### src/rtl/muldiv_ctrl_if.sv
// rtl/muldiv_ctrl_if.sv - pipeline-side bundle for the iterative RV64M unit
//
// Signals (directions seen from the unit, i.e. the slave modport):
//   muldiv_i_valid     in   execute stage holds an M-extension instruction
//   muldiv_i_alu_info  in   one-hot op select, bit 12 mul ... bit 0 remuw
//   muldiv_i_src1/2    in   rs1 / rs2 data
//   muldiv_i_flush     in   redirect, kill the operation in flight
//   muldiv_o_stall     out  freeze the pipeline
//   muldiv_o_valid     out  one-cycle result pulse
//   muldiv_o_result    out  result, held until the next accept
//   muldiv_o_busy      out  unit is not idle
interface muldiv_ctrl_if;
    logic        muldiv_i_valid;
    logic [12:0] muldiv_i_alu_info;
    logic [63:0] muldiv_i_src1;
    logic [63:0] muldiv_i_src2;
    logic        muldiv_i_flush;
    logic        muldiv_o_stall;
    logic        muldiv_o_valid;
    logic [63:0] muldiv_o_result;
    logic        muldiv_o_busy;

    modport master (
        output muldiv_i_valid, muldiv_i_alu_info, muldiv_i_src1, muldiv_i_src2, muldiv_i_flush,
        input  muldiv_o_stall, muldiv_o_valid, muldiv_o_result, muldiv_o_busy
    );

    modport slave (
        input  muldiv_i_valid, muldiv_i_alu_info, muldiv_i_src1, muldiv_i_src2, muldiv_i_flush,
        output muldiv_o_stall, muldiv_o_valid, muldiv_o_result, muldiv_o_busy
    );
endinterface

### src/rtl/muldiv_ctrl.sv
// rtl/muldiv_ctrl.sv - iterative RV64M multiply/divide unit and sequencer
//
// Ports:
//   clk        in   rising-edge clock
//   rst_n      in   asynchronous active-low reset
//   muldiv_if  slave side of muldiv_ctrl_if (request, flush, stall, result)
//
// One 128-bit working register is shared by a shift-add multiplier and a
// restoring divider, both retiring one bit per cycle. Operands are reduced to
// magnitudes in PREP and the signs are reapplied in FIX.
module muldiv_ctrl #(
    parameter int XLEN = 64
) (
    input  logic          clk,
    input  logic          rst_n,
    muldiv_ctrl_if.slave  muldiv_if
);

    typedef enum logic [2:0] {
        S_IDLE,
        S_PREP,
        S_CALC,
        S_FIX,
        S_DONE
    } state_e;

    state_e              state_q, state_d;
    logic [12:0]         op_q, op_d;
    logic [XLEN-1:0]     src1_q, src1_d;
    logic [XLEN-1:0]     src2_q, src2_d;
    logic [XLEN-1:0]     opb_q, opb_d;        // multiplicand or divisor magnitude
    logic [2*XLEN-1:0]   work_q, work_d;      // {hi/rem, lo/quo}
    logic [5:0]          cnt_q, cnt_d;
    logic                neg_res_q, neg_res_d; // negate product / quotient
    logic                neg_rem_q, neg_rem_d; // negate remainder
    logic [XLEN-1:0]     result_q, result_d;
    logic                valid_q, valid_d;

    function automatic logic [XLEN-1:0] sext_w(input logic [XLEN-1:0] v);
        return {{(XLEN-32){v[31]}}, v[31:0]};
    endfunction

    // Op decode from the latched one-hot vector
    logic is_w, is_mul, is_rem, s1_signed, s2_signed;
    assign is_w      = op_q[0] | op_q[1] | op_q[4] | op_q[5] | op_q[8];
    assign is_mul    = |op_q[12:8];
    assign is_rem    = |op_q[3:0];
    assign s2_signed = op_q[12] | op_q[11] | op_q[8] | op_q[7] | op_q[5] | op_q[3] | op_q[1];
    // mulhsu treats only rs1 as signed
    assign s1_signed = s2_signed | op_q[10];

    // PREP: operand extension, magnitudes and division special cases
    logic [XLEN-1:0] a_ext, b_ext, a_mag, b_mag, spec_res;
    logic            a_neg, b_neg, div_zero, div_ovf;
    assign a_ext    = is_w ? {{(XLEN-32){s1_signed & src1_q[31]}}, src1_q[31:0]} : src1_q;
    assign b_ext    = is_w ? {{(XLEN-32){s2_signed & src2_q[31]}}, src2_q[31:0]} : src2_q;
    assign a_neg    = s1_signed & a_ext[XLEN-1];
    assign b_neg    = s2_signed & b_ext[XLEN-1];
    assign a_mag    = a_neg ? -a_ext : a_ext;
    assign b_mag    = b_neg ? -b_ext : b_ext;
    assign div_zero = ~is_mul & (b_ext == '0);
    assign div_ovf  = ~is_mul & s2_signed & (b_ext == '1)
                    & (a_ext == (is_w ? 64'hFFFF_FFFF_8000_0000 : 64'h8000_0000_0000_0000));
    // Divide by zero: quo = ~0, rem = dividend. Overflow: quo = dividend, rem = 0.
    always_comb begin
        spec_res = '0;
        if (is_rem) spec_res = div_zero ? a_ext : '0;
        else        spec_res = div_zero ? '1 : a_ext;
        if (is_w)   spec_res = sext_w(spec_res);
    end

    // CALC: one multiply step (add then shift right) and one restoring divide step
    logic [XLEN:0]     mul_sum;
    logic [2*XLEN-1:0] mul_next, div_next;
    logic [XLEN:0]     rem_sh, div_diff;
    assign mul_sum  = {1'b0, work_q[2*XLEN-1:XLEN]} + {1'b0, opb_q};
    assign mul_next = work_q[0] ? {mul_sum, work_q[XLEN-1:1]} : {1'b0, work_q[2*XLEN-1:1]};
    // Shifted remainder needs XLEN+1 bits; since rem < divisor the difference bit XLEN is a borrow.
    assign rem_sh   = work_q[2*XLEN-1:XLEN-1];
    assign div_diff = rem_sh - {1'b0, opb_q};
    assign div_next = div_diff[XLEN] ? {work_q[2*XLEN-2:0], 1'b0}
                                     : {div_diff[XLEN-1:0], work_q[XLEN-2:0], 1'b1};

    // FIX: sign correction and result selection
    logic [2*XLEN-1:0] prod_raw, prod;
    logic [XLEN-1:0]   quo, rem, fix_res;
    // W multiplies run 32 steps, leaving the product 32 bits up in the register
    assign prod_raw = is_w ? {32'b0, work_q[2*XLEN-1:32]} : work_q;
    assign prod     = neg_res_q ? -prod_raw : prod_raw;
    assign quo      = neg_res_q ? -work_q[XLEN-1:0] : work_q[XLEN-1:0];
    assign rem      = neg_rem_q ? -work_q[2*XLEN-1:XLEN] : work_q[2*XLEN-1:XLEN];
    always_comb begin
        fix_res = '0;
        if (is_mul) begin
            if (op_q[12])     fix_res = prod[XLEN-1:0];
            else if (op_q[8]) fix_res = sext_w(prod[XLEN-1:0]);
            else              fix_res = prod[2*XLEN-1:XLEN];
        end else begin
            fix_res = is_rem ? rem : quo;
            if (is_w) fix_res = sext_w(fix_res);
        end
    end

    always_comb begin
        state_d   = state_q;
        op_d      = op_q;
        src1_d    = src1_q;
        src2_d    = src2_q;
        opb_d     = opb_q;
        work_d    = work_q;
        cnt_d     = cnt_q;
        neg_res_d = neg_res_q;
        neg_rem_d = neg_rem_q;
        result_d  = result_q;
        valid_d   = 1'b0;
        if (state_q != S_IDLE && muldiv_if.muldiv_i_flush) begin
            state_d = S_IDLE;
        end else begin
            case (state_q)
                S_IDLE: begin
                    if (muldiv_if.muldiv_i_valid && (|muldiv_if.muldiv_i_alu_info)
                        && !muldiv_if.muldiv_i_flush) begin
                        op_d    = muldiv_if.muldiv_i_alu_info;
                        src1_d  = muldiv_if.muldiv_i_src1;
                        src2_d  = muldiv_if.muldiv_i_src2;
                        state_d = S_PREP;
                    end
                end
                S_PREP: begin
                    neg_res_d = a_neg ^ b_neg;
                    neg_rem_d = a_neg;
                    cnt_d     = is_w ? 6'd31 : 6'd63;
                    if (is_mul) begin
                        work_d  = {{XLEN{1'b0}}, b_mag};
                        opb_d   = a_mag;
                        state_d = S_CALC;
                    end else if (div_zero || div_ovf) begin
                        result_d = spec_res;
                        valid_d  = 1'b1;
                        state_d  = S_DONE;
                    end else begin
                        // W dividends sit in the top half so 32 shifts consume them fully
                        work_d  = {{XLEN{1'b0}}, (is_w ? {a_mag[31:0], 32'b0} : a_mag)};
                        opb_d   = b_mag;
                        state_d = S_CALC;
                    end
                end
                S_CALC: begin
                    work_d = is_mul ? mul_next : div_next;
                    if (cnt_q == 6'd0) state_d = S_FIX;
                    else               cnt_d   = cnt_q - 6'd1;
                end
                S_FIX: begin
                    result_d = fix_res;
                    valid_d  = 1'b1;
                    state_d  = S_DONE;
                end
                S_DONE:  state_d = S_IDLE;
                default: state_d = S_IDLE;
            endcase
        end
    end

    always_ff @(posedge clk or negedge rst_n) begin
        if (!rst_n) begin
            state_q   <= S_IDLE;
            op_q      <= '0;
            src1_q    <= '0;
            src2_q    <= '0;
            opb_q     <= '0;
            work_q    <= '0;
            cnt_q     <= '0;
            neg_res_q <= 1'b0;
            neg_rem_q <= 1'b0;
            result_q  <= '0;
            valid_q   <= 1'b0;
        end else begin
            state_q   <= state_d;
            op_q      <= op_d;
            src1_q    <= src1_d;
            src2_q    <= src2_d;
            opb_q     <= opb_d;
            work_q    <= work_d;
            cnt_q     <= cnt_d;
            neg_res_q <= neg_res_d;
            neg_rem_q <= neg_rem_d;
            result_q  <= result_d;
            valid_q   <= valid_d;
        end
    end

    assign muldiv_if.muldiv_o_stall  = muldiv_if.muldiv_i_valid & (|muldiv_if.muldiv_i_alu_info)
                                     & ~valid_q & ~muldiv_if.muldiv_i_flush;
    assign muldiv_if.muldiv_o_valid  = valid_q;
    assign muldiv_if.muldiv_o_result = result_q;
    assign muldiv_if.muldiv_o_busy   = (state_q != S_IDLE);

endmodule

### src/flat_wrapper.sv
// flat-port wrapper written by rule: the top's interface ports become plain ports
module muldiv_ctrl_flat 
#(
    parameter int XLEN = 64
)
  (clk, rst_n, muldiv_if_muldiv_i_valid, muldiv_if_muldiv_i_alu_info, muldiv_if_muldiv_i_src1, muldiv_if_muldiv_i_src2, muldiv_if_muldiv_i_flush, muldiv_if_muldiv_o_stall, muldiv_if_muldiv_o_valid, muldiv_if_muldiv_o_result, muldiv_if_muldiv_o_busy);
  muldiv_ctrl_if muldiv_if_i ();
  input  logic clk;
  input  logic rst_n;
  input wire logic [$bits(muldiv_if_i.muldiv_i_valid)-1:0] muldiv_if_muldiv_i_valid;
  input wire logic [$bits(muldiv_if_i.muldiv_i_alu_info)-1:0] muldiv_if_muldiv_i_alu_info;
  input wire logic [$bits(muldiv_if_i.muldiv_i_src1)-1:0] muldiv_if_muldiv_i_src1;
  input wire logic [$bits(muldiv_if_i.muldiv_i_src2)-1:0] muldiv_if_muldiv_i_src2;
  input wire logic [$bits(muldiv_if_i.muldiv_i_flush)-1:0] muldiv_if_muldiv_i_flush;
  output wire logic [$bits(muldiv_if_i.muldiv_o_stall)-1:0] muldiv_if_muldiv_o_stall;
  output wire logic [$bits(muldiv_if_i.muldiv_o_valid)-1:0] muldiv_if_muldiv_o_valid;
  output wire logic [$bits(muldiv_if_i.muldiv_o_result)-1:0] muldiv_if_muldiv_o_result;
  output wire logic [$bits(muldiv_if_i.muldiv_o_busy)-1:0] muldiv_if_muldiv_o_busy;
  assign muldiv_if_i.muldiv_i_valid = muldiv_if_muldiv_i_valid;
  assign muldiv_if_i.muldiv_i_alu_info = muldiv_if_muldiv_i_alu_info;
  assign muldiv_if_i.muldiv_i_src1 = muldiv_if_muldiv_i_src1;
  assign muldiv_if_i.muldiv_i_src2 = muldiv_if_muldiv_i_src2;
  assign muldiv_if_i.muldiv_i_flush = muldiv_if_muldiv_i_flush;
  assign muldiv_if_muldiv_o_stall = muldiv_if_i.muldiv_o_stall;
  assign muldiv_if_muldiv_o_valid = muldiv_if_i.muldiv_o_valid;
  assign muldiv_if_muldiv_o_result = muldiv_if_i.muldiv_o_result;
  assign muldiv_if_muldiv_o_busy = muldiv_if_i.muldiv_o_busy;
  muldiv_ctrl #(.XLEN(XLEN)) u_core (.clk(clk), .rst_n(rst_n), .muldiv_if(muldiv_if_i));
endmodule
### config.mk
export PLATFORM = sky130hd
export DESIGN_NAME = muldiv_ctrl_flat
export DESIGN_NICKNAME = d
export VERILOG_FILES = /design/src/rtl/muldiv_ctrl_if.sv /design/src/rtl/muldiv_ctrl.sv /design/src/flat_wrapper.sv
export SDC_FILE = /design/constraint.sdc
export NUM_CORES = 2
export LEC_CHECK = 0
export CORE_AREA = 8 8 311 313
export CTS_CLUSTER_SIZE = 28
export DETAILED_ROUTE_END_ITERATION = 8
export DIE_AREA = 0 0 319 321
export PLACE_DENSITY = 0.7
export SLEW_MARGIN = 20
export SYNTH_ARGS = -nofsm -noshare
export SYNTH_HDL_FRONTEND = slang
export SYNTH_SLANG_ARGS = --single-unit
### constraint.sdc
create_clock -name clk -period 11.48 [get_ports clk]
set_input_delay 1.722 -clock clk [delete_from_list [all_inputs] [get_ports clk]]
set_output_delay 1.722 -clock clk [all_outputs]
set_load 0.01 [all_outputs]
# --- After elaboration in Yosys (flattened, before gate mapping) ---
# Cells that the tools add are included.
word_totals:
  wordCells: 122
  ff_bits: 409
  input_bits: 145
classes:
  n_mux: 43
  reduce_logical: 21
  n_bitwise: 27
  n_eq_ne: 12
  n_addsub: 8
ops:
  columns: ["operator", "n"]
  rows:
  - ["64-bit 2-to-1 mux", 20]
  - ["128-bit 2-to-1 mux", 7]
  - ["64-bit negation", 4]
  - ["128-bit case mux with 2 select lines", 1]
  - ["128-bit negation", 1]
  - ["64-bit case mux with 2 select lines", 1]
  - ["64-bit by 64-bit adder with 65-bit output", 1]
  - ["65-bit by 64-bit subtractor with 65-bit output", 1]
  - ["64-bit equality test", 1]
  - ["64-bit equality test, second input constant", 1]
  - ["64-bit zero test", 1]
  - ["63-bit 2-to-1 mux", 1]
  - ["3-bit 2-to-1 mux", 5]
  - ["13-bit OR reduction", 1]
  - ["6-bit 2-to-1 mux", 2]
  - ["3-bit case mux with 4 select lines", 1]
  - ["6-bit case mux with 2 select lines", 1]
  - ["3-bit AND reduction", 4]
  - ["1-bit bitwise AND", 11]
  - ["1-bit bitwise OR", 11]
  - ["3-bit by 2-bit equality test with 1-bit output, second input constant", 2]
  - ["6-bit zero test", 1]
  - ["3-bit by 1-bit != test with 1-bit output, second input constant", 2]
  - ["6-bit by 1-bit subtractor with 6-bit output, second input constant", 1]
  - ["other kinds (18)", 29]

# --- Depth between registers and ports, before layout ---
logic_depth:
  ltp_word: 16
  mapped_depth: 25
  mapped_depth_nobuf: 16

# --- Worst setup path after synthesis ---
# Ideal clock, no wire load.
synth_timing:
  kind: "register to register"
  startpoint: "register u_core.op_q[8]"
  endpoint: "register u_core.result_q[24], in the netlist u_core.muldiv_if.muldiv_o_result[24]"
  arrival_time_ps: 5162
  path_slack_ps: 6185
  n_path_buf: 9
  stages_incl_launch_ff: 25
  synth_period_minus_slack_ps: 5295
  cell_sequence: "dfrtp_1 -> buf_2 -> inv_1 -> clkbuf_1 -> nand2_1 -> buf_2 -> buf_2 -> buf_2 -> clkbuf_1 -> clkbuf_1 -> buf_1 -> buf_1 -> nor2_1 -> a21oi_1 -> ha_1 -> o21ai_0 -> nor4_1 -> nand3b_1 -> nand2b_1 -> nand2b_1 -> nor3b_1 -> nand2_1 -> a311o_1 -> a31oi_1 -> o21ai_0"
synth_via:
  elab_chain_cells: 15
  elab_cells_between_ends: 38
synth_lines:
  columns: ["element", "line_no", "rtl"]
  rows:
  - ["from (decl)", "muldiv_ctrl.sv:28", "logic [12:0] op_q, op_d;"]
  - ["from (signal assigned)", "muldiv_ctrl.sv:179", "op_q <= op_d;"]
  - ["parallel branches: the longest is 15 deep, another holds 128-bit negation", null, null]
  - ["to (signal assigned)", "muldiv_ctrl.sv:187", "result_q <= result_d;"]
  - ["to (decl)", "muldiv_ctrl.sv:36", "logic [XLEN-1:0] result_q, result_d;"]
# Parallel ways; which one is timed is not known. The select of a mux whose other input is x is not followed.
# A chain may end at the register's enable or synchronous reset.

# --- Final worst setup path ---
layout_timing:
  startpoint: "register u_core.work_q[63]"
  endpoint: "register u_core.work_q[65]"
layout_via:
  elab_chain_cells: 4
layout_lines:
  columns: ["element", "line_no", "rtl"]
  rows:
  - ["from (decl)", "muldiv_ctrl.sv:32", "logic [2*XLEN-1:0] work_q, work_d;"]
  - ["from (signal assigned)", "muldiv_ctrl.sv:183", "work_q <= work_d;"]
  - ["65-bit by 64-bit subtractor with 65-bit output", "muldiv_ctrl.sv:80", "assign div_diff = rem_sh - {1'b0, opb_q};"]
  - ["128-bit 2-to-1 mux", "muldiv_ctrl.sv:81", "assign div_next = div_diff[XLEN] ? {work_q[2*XLEN-2:0], 1'b0}"]
  - ["128-bit 2-to-1 mux", "muldiv_ctrl.sv:149", "work_d = is_mul ? mul_next : div_next;"]
  - ["128-bit case mux with 2 select lines", "muldiv_ctrl.sv:119", "case (state_q)"]
# No other way between the ends.

==> flow_summary.yaml <==
yosys:
  yosysTopAreaCellShare: 0.244
  synth_flop_cell: "dfrtp_1"
  async_reset_ff_frac: 1.00
  synth_edf_count: 0
  syn-num-nets: 5981
  syn-cell-area_um2: 41900
  ys_warn_count: 0
  yosys-top-cells-area: "dfrtp_1 24%, a21oi_1 7.6%, nand2_1 6.3%"
  ys_ff_latch: 408
  syn_area_per_cell_um2: 7.35
  yosysTopAreaCell: "dfrtp_1"
  synth_cells: 5698
  synth.yosys.seq_area_share: 0.244
  synth_cell_type_count: 90
floorplanning:
  rows: 112
  fp.dieArea_um2: 102000
  fp.dieH_um: 321
  fp.coreArea_um2: 92200
  num_io_pins: 212
  die_w_um: 319
  initial_core_util: 0.454
power_and_ir_drop:
  totalPowerFinal_uw: 16500
  p_per_area_nw_per_um2: 350
  ir_worst_vdd_uv: 185
  p_leak_uw: 0.0190
routing:
  drtIter0Drc: 7942
  num_vias: 49077
  firstDrtPassIters: 8
  vias_per_cell: 7.11
  wl_um: 250000
  drcViolationCount: 0
  wl_per_cell_um: 36.2
  postRouteAntennaNets: 0
cells_and_area:
  stdcell_area_um2: 47200
  drive_above_1_share: 0.0920
  final_common_cell: "nand2_1"
  regArea_um2: 10200
  final_cell_mix: "695 x nand2_1, 632 x a21oi_1, 512 x nor2_1"
  multiInputGateArea_um2: 29500
  nNetsFinal: 5938
  nFillCells: 9066
  area_growth_syn_to_layout_pct: 12.6
  final_util: 0.512
critical_path:
  critPathMostFrequentCell: "inv_1"
  crit_family: "compound AO/OA/AOI/OAI gates"
  crit_arrival_ns: 6.71
  worstSetupPathType: "reg -> reg"
  rr_endpoint: "u_core.work_q[65]"
  cp.buffers_inverters: 5
  r2r_slack_ns: 5.32
  critPathRequiredTime_ns: 12.02
  endpoint_kind: "register"
  r2r_start: "u_core.work_q[63]"
  start_kind: "register"
  critical_path.max_stage_delay_ns: 0.78
  r2r_cells: 17
  startpoint: "u_core.work_q[63]"
  cp_slowest_cell: "a41oi_1"
  cp.depth: 17
  crit_chain: "buf_4 > inv_1 > ha_1 > inv_1 > fa_1 > nand3_1 > a21oi_1 > o21ai_0 > o211ai_1 > a41oi_1 > a211oi_1 > a21oi_1 > xor2_4 > buf_4 > inv_1 > a211oi_1 > o22ai_1"
  crit_end: "u_core.work_q[65]"
  path_max_fanout: 67
placed_design:
  gp_congestion: 1.10
  place_hpwl_um: 187000
  place.port_buffers: 211
  placed_cell_area_um2: 45200
run:
  maxCapViolations: 0
cts:
  cts_sinks: 408
  postCtsSetupRepairBufs: 0
  clock_latency_ns: 0.69
  cts-hold-fix-buffers: 0
  cts-root-buf: "clkbuf_16"
  cts_buffers: 51
  h-tree-depth: 2
  clockBufferDepth: 3
  cts_resized: 0
  cts_tree: "yes"
  clk_pin_slew_worst_paths_ns: 0.06
global_routing:
  grtUsageTotal: 0.463
  use_met3: 0.179
  antenna_found_initial: 26
  use_met2: 0.649
  grt_pass1_vias: 45342
  grt_use_met1: 0.579
  grt_max_degree: 114
  grt_pass1_wl_um: 345000
  grt-ovfl-total: 0
  top_usage_layer: "met2"
sta:
  fin_skew_ns: 0.0756
  rsz0062_at_grt: "no"
  final.period_utilization: 0.537
  finalSetupTns_ns: 0
  relSlewSlack: 0.128
  drv_slew: 0
  tightest_slew_ns: 1.30
  hold_viol_final: 0
  fmax_mhz: 162
  final-setup-viol-count: 0
  period_minus_slack_ns: 6.16
run_status:
  status: "finished clean"
worst_hold_path:
  hold_class: "reg -> reg"
[kinds of logic after synthesis]
| logic type | Yosys count | share of synthesized area |
|---|---|---|
| and+or+nand+nor | 1887 | 0.207 |
| buffers and inverters | 620 | 0.0566 |
| DFF | 408 | 0.244 |
| AOI/OAI and AO/OA | 1897 | 0.281 |
| muxes | 308 | 0.0781 |
| xor gates and xnor gates | 440 | 0.0920 |
| adders and majority gates | 138 | 0.0416 |
[worst min path at each step]
stage                                          from  slack, ns                                   end  depth (start not counted)
3_5_place_dp   u_core.muldiv_if.muldiv_o_result[55]       0.47  u_core.muldiv_if.muldiv_o_result[55]                          2
4_1_cts        u_core.muldiv_if.muldiv_o_result[55]       0.49  u_core.muldiv_if.muldiv_o_result[55]                          2
6_report       u_core.muldiv_if.muldiv_o_result[47]       0.48  u_core.muldiv_if.muldiv_o_result[47]                          2
3_3_place_gp   u_core.muldiv_if.muldiv_o_result[55]       0.46  u_core.muldiv_if.muldiv_o_result[55]                          2
2_1_floorplan                        u_core.op_q[7]       0.47                        u_core.op_q[7]                          1
5_1_grt        u_core.muldiv_if.muldiv_o_result[33]       0.53  u_core.muldiv_if.muldiv_o_result[33]                          2
[cells in the mapped netlist (all sizes together) (11+ instances only)]
cell	count
o2111ai	13
nor4	88
o221ai	27
xnor2	225
o21ai	477
o211ai	99
nand3b	13
nand2	698
or3	58
mux2	149
a22o	34
clkbuf	423
a222oi	14
dfrtp	408
or2	27
a221oi	27
a21o	83
nor2b	17
nand4	62
a31oi	89
and3	31
or4	40
nor3	144
o41ai	37
nand2b	31
o311ai	11
nand3	106
nor2	519
a211oi	72
o21bai	26
o31ai	84
inv	121
o22ai	19
mux2i	159
xor2	215
and2	19
a41oi	11
a21oi	634
ha	136
buf	76
o21a	31
[sequential cells by signal, summed over array words and instances (netlist names)]
register and cells:
u_core.state_q 3, u_core.muldiv_if.muldiv_o_result 64, u_core.work_q 128, u_core.neg_res_q 1
u_core.src2_q 64, u_core.opb_q 64, u_core.src1_q 64, u_core.neg_rem_q 1
u_core.cnt_q 6, u_core.muldiv_if.muldiv_o_valid 1, u_core.op_q 12
[per-stage QoR]
stage	std cells	hold WS (ns)	worst slack [ns]
after floorplan	5698	0.472	6.18
after global placement	6798	0.463	5.31
after detailed placement	6799	0.469	5.65
after CTS	6891	0.488	5.61
after global routing	6893	0.525	5.12
final	6903	0.484	5.32
[routing by layer]
| layer | wire [um] | vias up |
|---|---|---|
| li1 | - | 20656 |
| met1 | 92300 | 23571 |
| met2 | 99000 | 3847 |
| met3 | 35700 | 981 |
| met4 | 22600 | 22 |
| met5 | 124 | - |
[worst reg2reg max path, cell delays in order, from the launching register on]
cell and delay (ns):
dfrtp_1 0.36, buf_4 0.19, inv_1 0.44, ha_1 0.27
inv_1 0.06, fa_1 0.41, nand3_1 0.11, a21oi_1 0.08
o21ai_0 0.35, o211ai_1 0.33, a41oi_1 0.79, a211oi_1 0.27
a21oi_1 0.39, xor2_4 0.62, buf_4 0.70, inv_1 0.26
a211oi_1 0.28, o22ai_1 0.12
[cell type report]
cell class                      instances  share of cell area
Antenna cell                           12            0.000637
Clock buffer                           70              0.0315
Timing Repair Buffer                  403              0.0759
Inverter                              121             0.00963
Clock inverter                         22             0.00804
Multi-Input combinational cell       4670               0.626
Sequential cell                       408               0.217
Tap cell                             1197              0.0317
[power by group]
group          internal, uW  switching [uW]  total, uW
registers              1890             973       2870
clock network          1090             734       1820
logic                  3630            8170      11800
total                  6620            9880      16500
No activity file was read; power rests on OpenSTA's default activity.
